$ cat config.mk
export PLATFORM = sky130hd
export DESIGN_NAME = control_ram_write_arbiter
export DESIGN_NICKNAME = d
export VERILOG_FILES = /design/src/rtl/control_ram_write_arbiter_pkg.sv /design/src/rtl/control_ram_write_arbiter_rr_priority_pick.sv /design/src/rtl/control_ram_write_arbiter.sv
export SDC_FILE = /design/constraint.sdc
export NUM_CORES = 1
export LEC_CHECK = 0
export CAP_MARGIN = 25
export CORE_AREA = 2 2 102 104
export CTS_BUF_LIST = sky130_fd_sc_hd__clkbuf_4 sky130_fd_sc_hd__clkbuf_8
export DETAILED_ROUTE_END_ITERATION = 12
export DIE_AREA = 0 0 104 106
export PLACE_DENSITY = 0.82
export SYNTH_ARGS = -nofsm -noshare
export SYNTH_HDL_FRONTEND = slang
export SYNTH_HIERARCHICAL = 1
export SYNTH_SLANG_ARGS = --single-unit
$ cat constraint.sdc
create_clock -name clk -period 3.22 [get_ports clk]
set_clock_uncertainty 0.15 [all_clocks]
set_input_delay 0.644 -clock clk [delete_from_list [all_inputs] [get_ports clk]]
set_output_delay 0.644 -clock clk [all_outputs]
set_load 0.005 [all_outputs]
$ cat src/rtl/control_ram_write_arbiter_pkg.sv
`default_nettype none
// +----------------------------------------------------------------------------+
// | Package : control_ram_write_arbiter_pkg                                    |
// | Shared framebuffer address types, defaults and a width helper used by the  |
// | RAM write-port arbiter and its round-robin picker.                         |
// | Revision: 1.0 - initial release                                            |
// +----------------------------------------------------------------------------+
package control_ram_write_arbiter_pkg;

   localparam int DEFAULT_BYTES_PER_PIXEL = 2;

   // Framebuffer address field widths (640x480, 2 bytes per pixel fits in 20 bits)
   localparam int ROW_W   = 9;
   localparam int COL_W   = 10;
   localparam int PIXEL_W = 20;

   typedef logic [ROW_W-1:0]   row_addr_t;
   typedef logic [COL_W-1:0]   col_addr_t;
   typedef logic [PIXEL_W-1:0] pixel_addr_t;

   // Bits needed to index 'value' distinct items; never less than 1 so a
   // degenerate count still yields a legal vector width.
   function automatic int safe_bits(input int value);
      return (value <= 2) ? 1 : $clog2(value);
   endfunction

endpackage
`default_nettype wire

$ cat src/rtl/control_ram_write_arbiter_rr_priority_pick.sv
`default_nettype none
// +----------------------------------------------------------------------------+
// | Module  : control_ram_write_arbiter_rr_priority_pick                       |
// | Combinational round-robin picker: first set request bit at or after ptr,   |
// | wrapping modulo NUM_REQ.                                                   |
// | Ports   : req (request vector), ptr (search start index),                  |
// |           pick_onehot / pick_idx (winner), pick_valid (any request)        |
// | Revision: 1.0 - initial release                                            |
// +----------------------------------------------------------------------------+
module control_ram_write_arbiter_rr_priority_pick #(
   parameter int NUM_REQ = 4,
   parameter int IDX_W   = 2
) (
   input  logic [NUM_REQ-1:0] req,
   input  logic [IDX_W-1:0]   ptr,
   output logic [NUM_REQ-1:0] pick_onehot,
   output logic [IDX_W-1:0]   pick_idx,
   output logic               pick_valid
);

   int               slot;
   logic [IDX_W-1:0] cand;
   logic             found;

   always_comb begin
      pick_onehot = '0;
      pick_idx    = '0;
      found       = 1'b0;
      slot        = 0;
      cand        = '0;
      for (int k = 0; k < NUM_REQ; k++) begin
         slot = int'(ptr) + k;
         if (slot >= NUM_REQ) begin
            slot = slot - NUM_REQ;
         end
         cand = IDX_W'(slot);
         if (!found && req[cand]) begin
            found             = 1'b1;
            pick_onehot[cand] = 1'b1;
            pick_idx          = cand;
         end
      end
   end

   assign pick_valid = |req;

endmodule
`default_nettype wire

$ cat src/rtl/control_ram_write_arbiter.sv
`default_nettype none
// +----------------------------------------------------------------------------+
// | Module  : control_ram_write_arbiter                                        |
// | Shares the framebuffer RAM write port between NUM_REQ command engines.     |
// | Round-robin grant, held for a whole command (done pulse / req drop /       |
// | optional hold timeout), followed by one hold-off cycle.                    |
// | Ports   : clk, reset (sync, active-high)                                   |
// |           req, release_i, req_row/column/pixel/data/we/access_start (per   |
// |           requester, flattened, requester 0 in the LSBs)                   |
// |           grant, row, column, pixel, data_out, ram_write_enable,           |
// |           ram_access_start (all registered), busy, timeout_err (sticky)    |
// | Revision: 1.0 - initial release                                            |
// +----------------------------------------------------------------------------+
module control_ram_write_arbiter
   import control_ram_write_arbiter_pkg::*;
#(
   parameter int NUM_REQ         = 4,
   parameter int BYTES_PER_PIXEL = DEFAULT_BYTES_PER_PIXEL,
   parameter int HOLD_TIMEOUT    = 0
) (
   input  logic                       clk,
   input  logic                       reset,
   input  logic [NUM_REQ-1:0]         req,
   input  logic [NUM_REQ-1:0]         release_i,
   input  logic [NUM_REQ*ROW_W-1:0]   req_row,
   input  logic [NUM_REQ*COL_W-1:0]   req_column,
   input  logic [NUM_REQ*PIXEL_W-1:0] req_pixel,
   input  logic [NUM_REQ*8-1:0]       req_data,
   input  logic [NUM_REQ-1:0]         req_we,
   input  logic [NUM_REQ-1:0]         req_access_start,
   output logic [NUM_REQ-1:0]         grant,
   output logic [ROW_W-1:0]           row,
   output logic [COL_W-1:0]           column,
   output logic [PIXEL_W-1:0]         pixel,
   output logic [7:0]                 data_out,
   output logic                       ram_write_enable,
   output logic                       ram_access_start,
   output logic                       busy,
   output logic                       timeout_err
);

   localparam int IDX_W    = safe_bits(NUM_REQ);
   localparam int TMR_W    = safe_bits(HOLD_TIMEOUT + 1);
   localparam int TMR_LAST = (HOLD_TIMEOUT > 0) ? HOLD_TIMEOUT - 1 : 0;
   localparam logic [TMR_W-1:0] TMR_LAST_C = TMR_W'(TMR_LAST);
   localparam logic [IDX_W-1:0] IDX_LAST   = IDX_W'(NUM_REQ - 1);

   // Requester index width depends on NUM_REQ, so the type lives here
   typedef logic [IDX_W-1:0] arb_req_idx_t;

   typedef enum logic [1:0] {
      ARB_IDLE    = 2'd0,
      ARB_GRANTED = 2'd1,
      ARB_HOLDOFF = 2'd2
   } arb_state_e;

   if ((NUM_REQ < 2) || (NUM_REQ > 8) || (BYTES_PER_PIXEL < 1)) begin : g_bad_params
      $error("control_ram_write_arbiter: NUM_REQ must be 2..8 and BYTES_PER_PIXEL >= 1");
   end

   arb_state_e   state_q, state_d;
   logic [NUM_REQ-1:0] grant_q, grant_d;
   arb_req_idx_t owner_q, owner_d;
   arb_req_idx_t ptr_q, ptr_d;
   logic [TMR_W-1:0] timer_q, timer_d;
   logic         err_q, err_d;
   row_addr_t    row_q, row_d;
   col_addr_t    col_q, col_d;
   pixel_addr_t  pixel_q, pixel_d;
   logic [7:0]   data_q, data_d;
   logic         we_q, we_d;
   logic         as_q, as_d;

   row_addr_t    row_arr   [NUM_REQ];
   col_addr_t    col_arr   [NUM_REQ];
   pixel_addr_t  pixel_arr [NUM_REQ];
   logic [7:0]   data_arr  [NUM_REQ];

   for (genvar i = 0; i < NUM_REQ; i++) begin : g_unpack
      assign row_arr[i]   = req_row[i*ROW_W +: ROW_W];
      assign col_arr[i]   = req_column[i*COL_W +: COL_W];
      assign pixel_arr[i] = req_pixel[i*PIXEL_W +: PIXEL_W];
      assign data_arr[i]  = req_data[i*8 +: 8];
   end

   logic [NUM_REQ-1:0] pick_onehot;
   arb_req_idx_t       pick_idx;
   logic               pick_valid;

   control_ram_write_arbiter_rr_priority_pick #(
      .NUM_REQ (NUM_REQ),
      .IDX_W   (IDX_W)
   ) u_pick (
      .req         (req),
      .ptr         (ptr_q),
      .pick_onehot (pick_onehot),
      .pick_idx    (pick_idx),
      .pick_valid  (pick_valid)
   );

   logic own_release, own_drop, timer_hit, own_exit;

   // timer_q counts owned cycles already completed, so the hit fires on the
   // HOLD_TIMEOUT-th owned cycle and the grant is held exactly that long.
   assign own_release = release_i[owner_q];
   assign own_drop    = ~req[owner_q];
   assign timer_hit   = (HOLD_TIMEOUT != 0) && (timer_q >= TMR_LAST_C);
   assign own_exit    = own_release | own_drop | timer_hit;

   always_comb begin
      state_d = state_q;
      grant_d = grant_q;
      owner_d = owner_q;
      ptr_d   = ptr_q;
      timer_d = timer_q;
      err_d   = err_q;
      row_d   = '0;
      col_d   = '0;
      pixel_d = '0;
      data_d  = '0;
      we_d    = 1'b0;
      as_d    = 1'b0;
      case (state_q)
         ARB_IDLE: begin
            if (pick_valid) begin
               state_d = ARB_GRANTED;
               grant_d = pick_onehot;
               owner_d = pick_idx;
               timer_d = '0;
            end
         end
         ARB_GRANTED: begin
            timer_d = (timer_q == '1) ? timer_q : timer_q + 1'b1;
            // A done pulse coinciding with the last write still forwards that
            // write; a req drop or timeout exit cuts the port immediately.
            if (!own_exit || own_release) begin
               row_d   = row_arr[owner_q];
               col_d   = col_arr[owner_q];
               pixel_d = pixel_arr[owner_q];
               data_d  = data_arr[owner_q];
               we_d    = req_we[owner_q];
               as_d    = req_access_start[owner_q];
            end
            if (own_exit) begin
               state_d = ARB_HOLDOFF;
               grant_d = '0;
               ptr_d   = (owner_q == IDX_LAST) ? '0 : owner_q + 1'b1;
               if (timer_hit && !own_release && !own_drop) begin
                  err_d = 1'b1;
               end
            end
         end
         ARB_HOLDOFF: begin
            state_d = ARB_IDLE;
         end
         default: begin
            state_d = ARB_IDLE;
            grant_d = '0;
         end
      endcase
   end

   always_ff @(posedge clk) begin
      if (reset) begin
         state_q <= ARB_IDLE;
         grant_q <= '0;
         owner_q <= '0;
         ptr_q   <= '0;
         timer_q <= '0;
         err_q   <= 1'b0;
         row_q   <= '0;
         col_q   <= '0;
         pixel_q <= '0;
         data_q  <= '0;
         we_q    <= 1'b0;
         as_q    <= 1'b0;
      end else begin
         state_q <= state_d;
         grant_q <= grant_d;
         owner_q <= owner_d;
         ptr_q   <= ptr_d;
         timer_q <= timer_d;
         err_q   <= err_d;
         row_q   <= row_d;
         col_q   <= col_d;
         pixel_q <= pixel_d;
         data_q  <= data_d;
         we_q    <= we_d;
         as_q    <= as_d;
      end
   end

   assign grant            = grant_q;
   assign row              = row_q;
   assign column           = col_q;
   assign pixel            = pixel_q;
   assign data_out         = data_q;
   assign ram_write_enable = we_q;
   assign ram_access_start = as_q;
   assign busy             = (state_q != ARB_IDLE);
   assign timeout_err      = err_q;

endmodule
`default_nettype wire

==> flow_summary.toml, run 1 <==
[timing]
worst_slack_ns = 0.515
tns_ns = 0
finalSetupViolCount = 0
hold_viol = 0
period_needed_ns = 2.71
slew_viol_final = 0
fmax_mhz = 370
fin_hold_ws_ns = 0.337
rsz0062_at_grt = "no"
period_share_pct = 84.0

[synth]
synth_seq_cells = 59
syn-num-nets = 475
async_reset_ff_share_pct = 0
synth_common_cells = "dfxtp_1, mux4_2, nor2b_1"
synth_area_mm2 = 0.00339
yosys.area.top_type = "mux4_2"
synth_area_leaders = "mux4_2, dfxtp_1, nor2b_1, ha_1, mux2i_1"
postSynthAreaPerCell_um2 = 12.9
yosys_most_used_dff = "dfxtp_1"
synth-edff-count = 0
synth_top_area_share_pct = 36.6
yosys_warnings = 6
yosysUniqueCellTypes = 34
yosysSeqAreaShare_pct = 34.9
synth_cells = 263
synth_most_common_cell = "dfxtp_1"

[setup_path]
cp-end-kind = "flop"
critPathMaxFanout = 12
r2r_setup_slack_ns = 0.51
crit_type = "reg -> reg"
worst-endpoint-arrival_ns = 2.82
path_cells = "inv_1, ha_1, mux4_2, nor4b_4, a22oi_1, o21ai_0, mux2i_1, o2bb2ai_1"
cp_top_family = "flip-flops"
cp.required_ns = 3.34
r2r-end = "grant[3]"
crit_path_max_incr_delay_ns = 0.61
startpoint = "ptr_q[1]"
cp-start-kind = "flop"
cp.depth = 8
rr_startpoint = "ptr_q[1]"
cp-endpoint = "grant[3]"
crit_slowest_cell = "dfxtp_1"
path_buf_inv = 1
reg2regPathDepth = 8

[grt]
first_global_vias = 3470
antenna_found_initial = 0
track_usage_pct = 22.3
grt_max_degree = 36
grt_overflow_total = 0
grt_pass1_wl_mm = 18.9

[cts]
postCtsResizedCells = 0
hold_buffers = 0
cts.htree.levels = 3
clock_latency_ns = 0.33
cts_buffer_depth = 2
clk_pin_slew_worst_paths_ns = 0.07
cts_buffers = 9
cts_tree = "yes"
cts_setup_buffers = 0
cts_root_buf = "clkbuf_8"
cts_sinks = 59

[floorplanning]
die_w_um = 104
rows = 37
dieArea_mm2 = 0.0110
initial_utilization_pct = 33.9
coreArea_mm2 = 0.0100
ios = 261
die_y_um = 106

[placed_design]
gp_congestion = 0.879
place_hpwl_mm = 9.97
postPlaceCellArea_mm2 = 0.00609
post-place-ws_ns = 0.277
io_buffer_count = 259

[cells_and_area]
area_growth_pct = 85.8
multi_input_area_mm2 = 0.00207
layout-drive-gt1-share_pct = 15.4
antennaDiodeCount = 0
post-route-cell-area_mm2 = 0.00629
nets = 729
final_core_util_pct = 62.9
seqCellArea_mm2 = 0.00119
nFillCells = 787

[drt]
drc_errors = 0
dr.pass1.iters = 6
wl_per_cell_um = 19.0
ant_nets = 0
vias_per_cell = 5.09
routed_wl_mm = 12.4
vias = 3342
first_iter_violations = 126

[outcome]
status = "finished clean"

[pwr]
ir_drop_v = 0.000196
leakage_uw = 0.00223
power_density_mw_per_mm2 = 417

[run]
cap_violations = 0

[hold_path]
hp-class = "reg -> reg"
==> registers in the layout (all words and copies together) (netlist names) <==
register and count:
grant 4, ram_write_enable 1, data_out 8, ram_access_start 1, column 10, pixel 20
owner_q 2, row 9, ptr_q 2, state_q 2
==> cell usage in the layout, fill, tap and decap left out, drive strengths merged, types with 2 or more instances in the layout <==
master         synthesis  routed
mux4                  55      55
clkdlybuf4s50          0     259
a21oi                  2       2
inv                    7       7
clkbuf                10      12
nand2b                 2       2
nor2                  11      11
or4                    2       2
nor2b                 53      53
o2bb2ai                4       4
and3b                  2       2
buf                   12       6
o21ai                  8       8
mux2i                  7       7
ha                     6       6
o211ai                 3       3
a22oi                  8       8
dfxtp                 59      59
==> per-layer routing <==
layer | vias up | GRT usage [%] | wire length, um
met1 | 1606 | 25.8 | 4640
met4 | 0 | 10.0 | 392
met3 | 28 | 7.42 | 1090
met2 | 194 | 37.8 | 6320
li1 | 1514 | - | -
met5 | - | 0 | 0
==> layout make-up <==
| type | count | share of cell area [%] |
|---|---|---|
| Timing Repair Buffer | 265 | 41.9 |
| Multi-Input combinational cell | 175 | 32.9 |
| Sequential cell | 59 | 18.9 |
| Tap cell | 136 | 2.70 |
| Clock buffer | 12 | 2.62 |
| Clock inverter | 2 | 0.557 |
| Inverter | 7 | 0.418 |
==> logic make-up after synthesis <==
group,after synthesis,synth area share (%)
adder cells (fa/ha/maj),6,2.22
AND/OR/NAND/NOR,76,14.0
other,1,0.111
buffers and inverters,29,3.95
flip-flops,59,34.9
multiplexers,62,38.6
AO/OA/AOI/OAI,30,6.17
==> worst reg2reg max path, stage by stage (launching register included) <==
cell and delay, ns:
dfxtp_1 0.61, inv_1 0.15, ha_1 0.40, mux4_2 0.45, nor4b_4 0.42, a22oi_1 0.11
o21ai_0 0.11, mux2i_1 0.10, o2bb2ai_1 0.14
==> power breakdown <==
| group | internal (uW) | total [uW] | switching (uW) |
|---|---|---|---|
| clock | 411 | 707 | 295 |
| combinational | 699 | 1050 | 346 |
| sequential | 798 | 869 | 70.9 |
==> how the worst min path moves through the flow <==
stage,startpoint,to,slack (ns),depth (start not counted)
after CTS,grant[0],grant[0],0.34,1
after global routing,grant[3],grant[3],0.35,1
final,grant[0],grant[0],0.34,1
after detailed placement,grant[0],grant[0],0.33,1
after global placement,grant[3],grant[3],0.33,1
after floorplan,state_q[1],state_q[0],0.32,1
==> stage by stage <==
step | instances | power (uW)
3_5_place_dp | 642 | 1940
5_1_grt | 656 | 2760
3_3_place_gp | 642 | 1910
6_report | 656 | 2620
4_1_cts | 656 | 2650
2_1_floorplan | 263 | 1460
Note: power is estimated with default switching activity, not from simulation.
==> run 2, diff against run 1 <==
- CORE_AREA: 2 2 102 104 -> 2 2 108 110
- DIE_AREA: 0 0 104 106 -> 0 0 110 112
- PLACE_DENSITY: 0.82 -> 0.77
- clock period: 3.22 -> 2.45 ns (I/O delays scaled with it)
==> run 2 against run 1 <==
  * Wire length shrank 2.7%
  * Combinational power is 38% higher
  * Setup slack worse by 0.37 ns
  * Largest power group unchanged
  * Sequential share of layout area shrank 0.43 points
  * Power rose by 40%
  * Non-clock buffer count rose by 7
  * Die area is 12% higher
  * Utilization fell by 5.3 points
  * Global-route usage shrank 2.8 points
==> flow_summary.toml, run 2 (synthesis gave the netlist of run 1 again) <==
[setup_path]
crit_slowest_cell = "nor4b_4"
worst-endpoint-arrival_ns = 2.41
startpoint = "ptr_q[0]"
cp.required_ns = 2.56
path_cells = "inv_1, ha_4, mux4_2, nor4b_4, a22oi_1, o21ai_0, mux2i_1, o2bb2ai_1"
crit_type = "reg -> reg"
r2r-end = "grant[3]"
reg2regPathDepth = 8
rr_startpoint = "ptr_q[0]"
cp-start-kind = "flop"
r2r_setup_slack_ns = 0.15
critPathMaxFanout = 5
cp-end-kind = "flop"
crit_path_max_incr_delay_ns = 0.43

[timing]
max_slew.worst_pin.slew_ns = 0.586
period_share_pct = 94.0
slew_viol_final = 0
fmax_mhz = 434
finalSetupViolCount = 0
tns_ns = 0
rsz0062_at_grt = "no"
hold_viol = 0
relSlewSlack_pct = 60.9
period_needed_ns = 2.30
worst_slack_ns = 0.147

[cts]
hold_buffers = 0
clk_pin_slew_worst_paths_ns = 0.06
cts_buffer_depth = 2
cts_tree = "yes"
clock_latency_ns = 0.33
cts_root_buf = "clkbuf_8"
cts.htree.levels = 3
cts_sinks = 59
cts_buffers = 9

[grt]
track_usage_pct = 19.5
grt_max_degree = 40
antenna_found_initial = 0
first_global_vias = 3501
grt_overflow_total = 0
grt_pass1_wl_mm = 18.2

[hold_path]
min_to = "grant[0]"
hp-class = "reg -> reg"
min_from = "grant[0]"
worstHoldPathCells = 1

[floorplanning]
rows = 39
die_w_um = 110
dieArea_mm2 = 0.0123
die_y_um = 112
ios = 261
initial_utilization_pct = 30.3
coreArea_mm2 = 0.0112

[cells_and_area]
antennaDiodeCount = 0
area_growth_pct = 90.1
largest_register_ff_count = 20
nets = 736
final_core_util_pct = 57.6
nFillCells = 972
final_common_cell = "clkdlybuf4s50_1"
layout-drive-gt1-share_pct = 17.0
final_cell_mix = "clkdlybuf4s50_1, dfxtp_1, mux4_2"

[outcome]
status = "finished clean"

[placed_design]
gp_congestion = 0.896
post-place-ws_ns = -0.252
io_buffer_count = 259
place_hpwl_mm = 9.92

[drt]
dr.pass1.iters = 4
vias_per_cell = 4.88
routed_wl_mm = 12.1
ant_nets = 0
first_iter_violations = 102
drc_errors = 0
wl_per_cell_um = 18.0
vias = 3278

[run]
cap_violations = 0

[pwr]
ir_drop_v = 0.000301
power_density_mw_per_mm2 = 571
leakage_uw = 0.00233
-- run 2: cell count changes in the layout (fill, tap and decap cells not counted), sizes merged --
cell           previous run  this run
clkdlybuf4s50           259       255
clkinv                    1         2
clkbuf                   12        11
dlymetal6s2s              0         4
buf                       6        13
bufinv                    1         3
-- run 2: worst max-delay path, delay by kind of cell, from the launching register on --
kind / cells / cell delay (ns)
AO/OA/AOI/OAI: 3 / 0.40
adder cells (fa/ha/maj): 1 / 0.31
AND/OR/NAND/NOR: 1 / 0.43
multiplexers: 2 / 0.47
flip-flops: 1 / 0.36
buffers and inverters: 1 / 0.11
-- run 2: worst max-delay path by stage --
stage | endpoint | cells past startpoint
3_5_place_dp | grant[3] | 7
4_1_cts | grant[3] | 7
2_1_floorplan | grant[1] | 9
3_3_place_gp | grant[3] | 7
5_1_grt | grant[2] | 8
6_report | grant[3] | 8
-- run 2: final cells by class --
type | count | area, um2 | share of cell area, %
Clock buffer | 11 | 145 | 2.25
Clock inverter | 5 | 100 | 1.55
Inverter | 7 | 26.3 | 0.408
Multi-Input combinational cell | 175 | 2080 | 32.4
Sequential cell | 59 | 1190 | 18.4
Tap cell | 143 | 179 | 2.78
Timing Repair Buffer | 272 | 2720 | 42.2
-- run 2: what timing repair did --
| action | in CTS | in global routing |
|---|---|---|
| gates resized for setup | 0 | 6 |
| endpoints found under the setup margin | 0 | 3 |
| buffers inserted | 0 | 0 |
-- run 2: routing by layer --
metal	vias up	routed length (um)	track usage, %
met5	-	0	0
met4	0	179	6.08
met3	14	1070	6.26
met2	169	6350	35.2
met1	1566	4500	21.4
li1	1529	-	-
-- run 2: per-stage QoR --
step	instance area [um2]	total power, uW	cells	hold WS [ns]
2_1_floorplan	3390	1920	263	0.323
4_1_cts	6410	3720	672	0.341
3_5_place_dp	6170	2580	656	0.332
6_report	6440	3680	672	0.340
3_3_place_gp	6170	2550	656	0.322
5_1_grt	6440	3880	672	0.365
-- run 2: where the power goes --
part           switching (uW)  internal (uW)
Clock                     406            712
Sequential               60.8           1050
Combinational             494            955
==> run 3, diff against run 2 <==
- SKIP_LAST_GASP: unset -> 1
==> results of run 3 <==
Same layout as run 2: the final DEF is identical, and so are final timing and power.
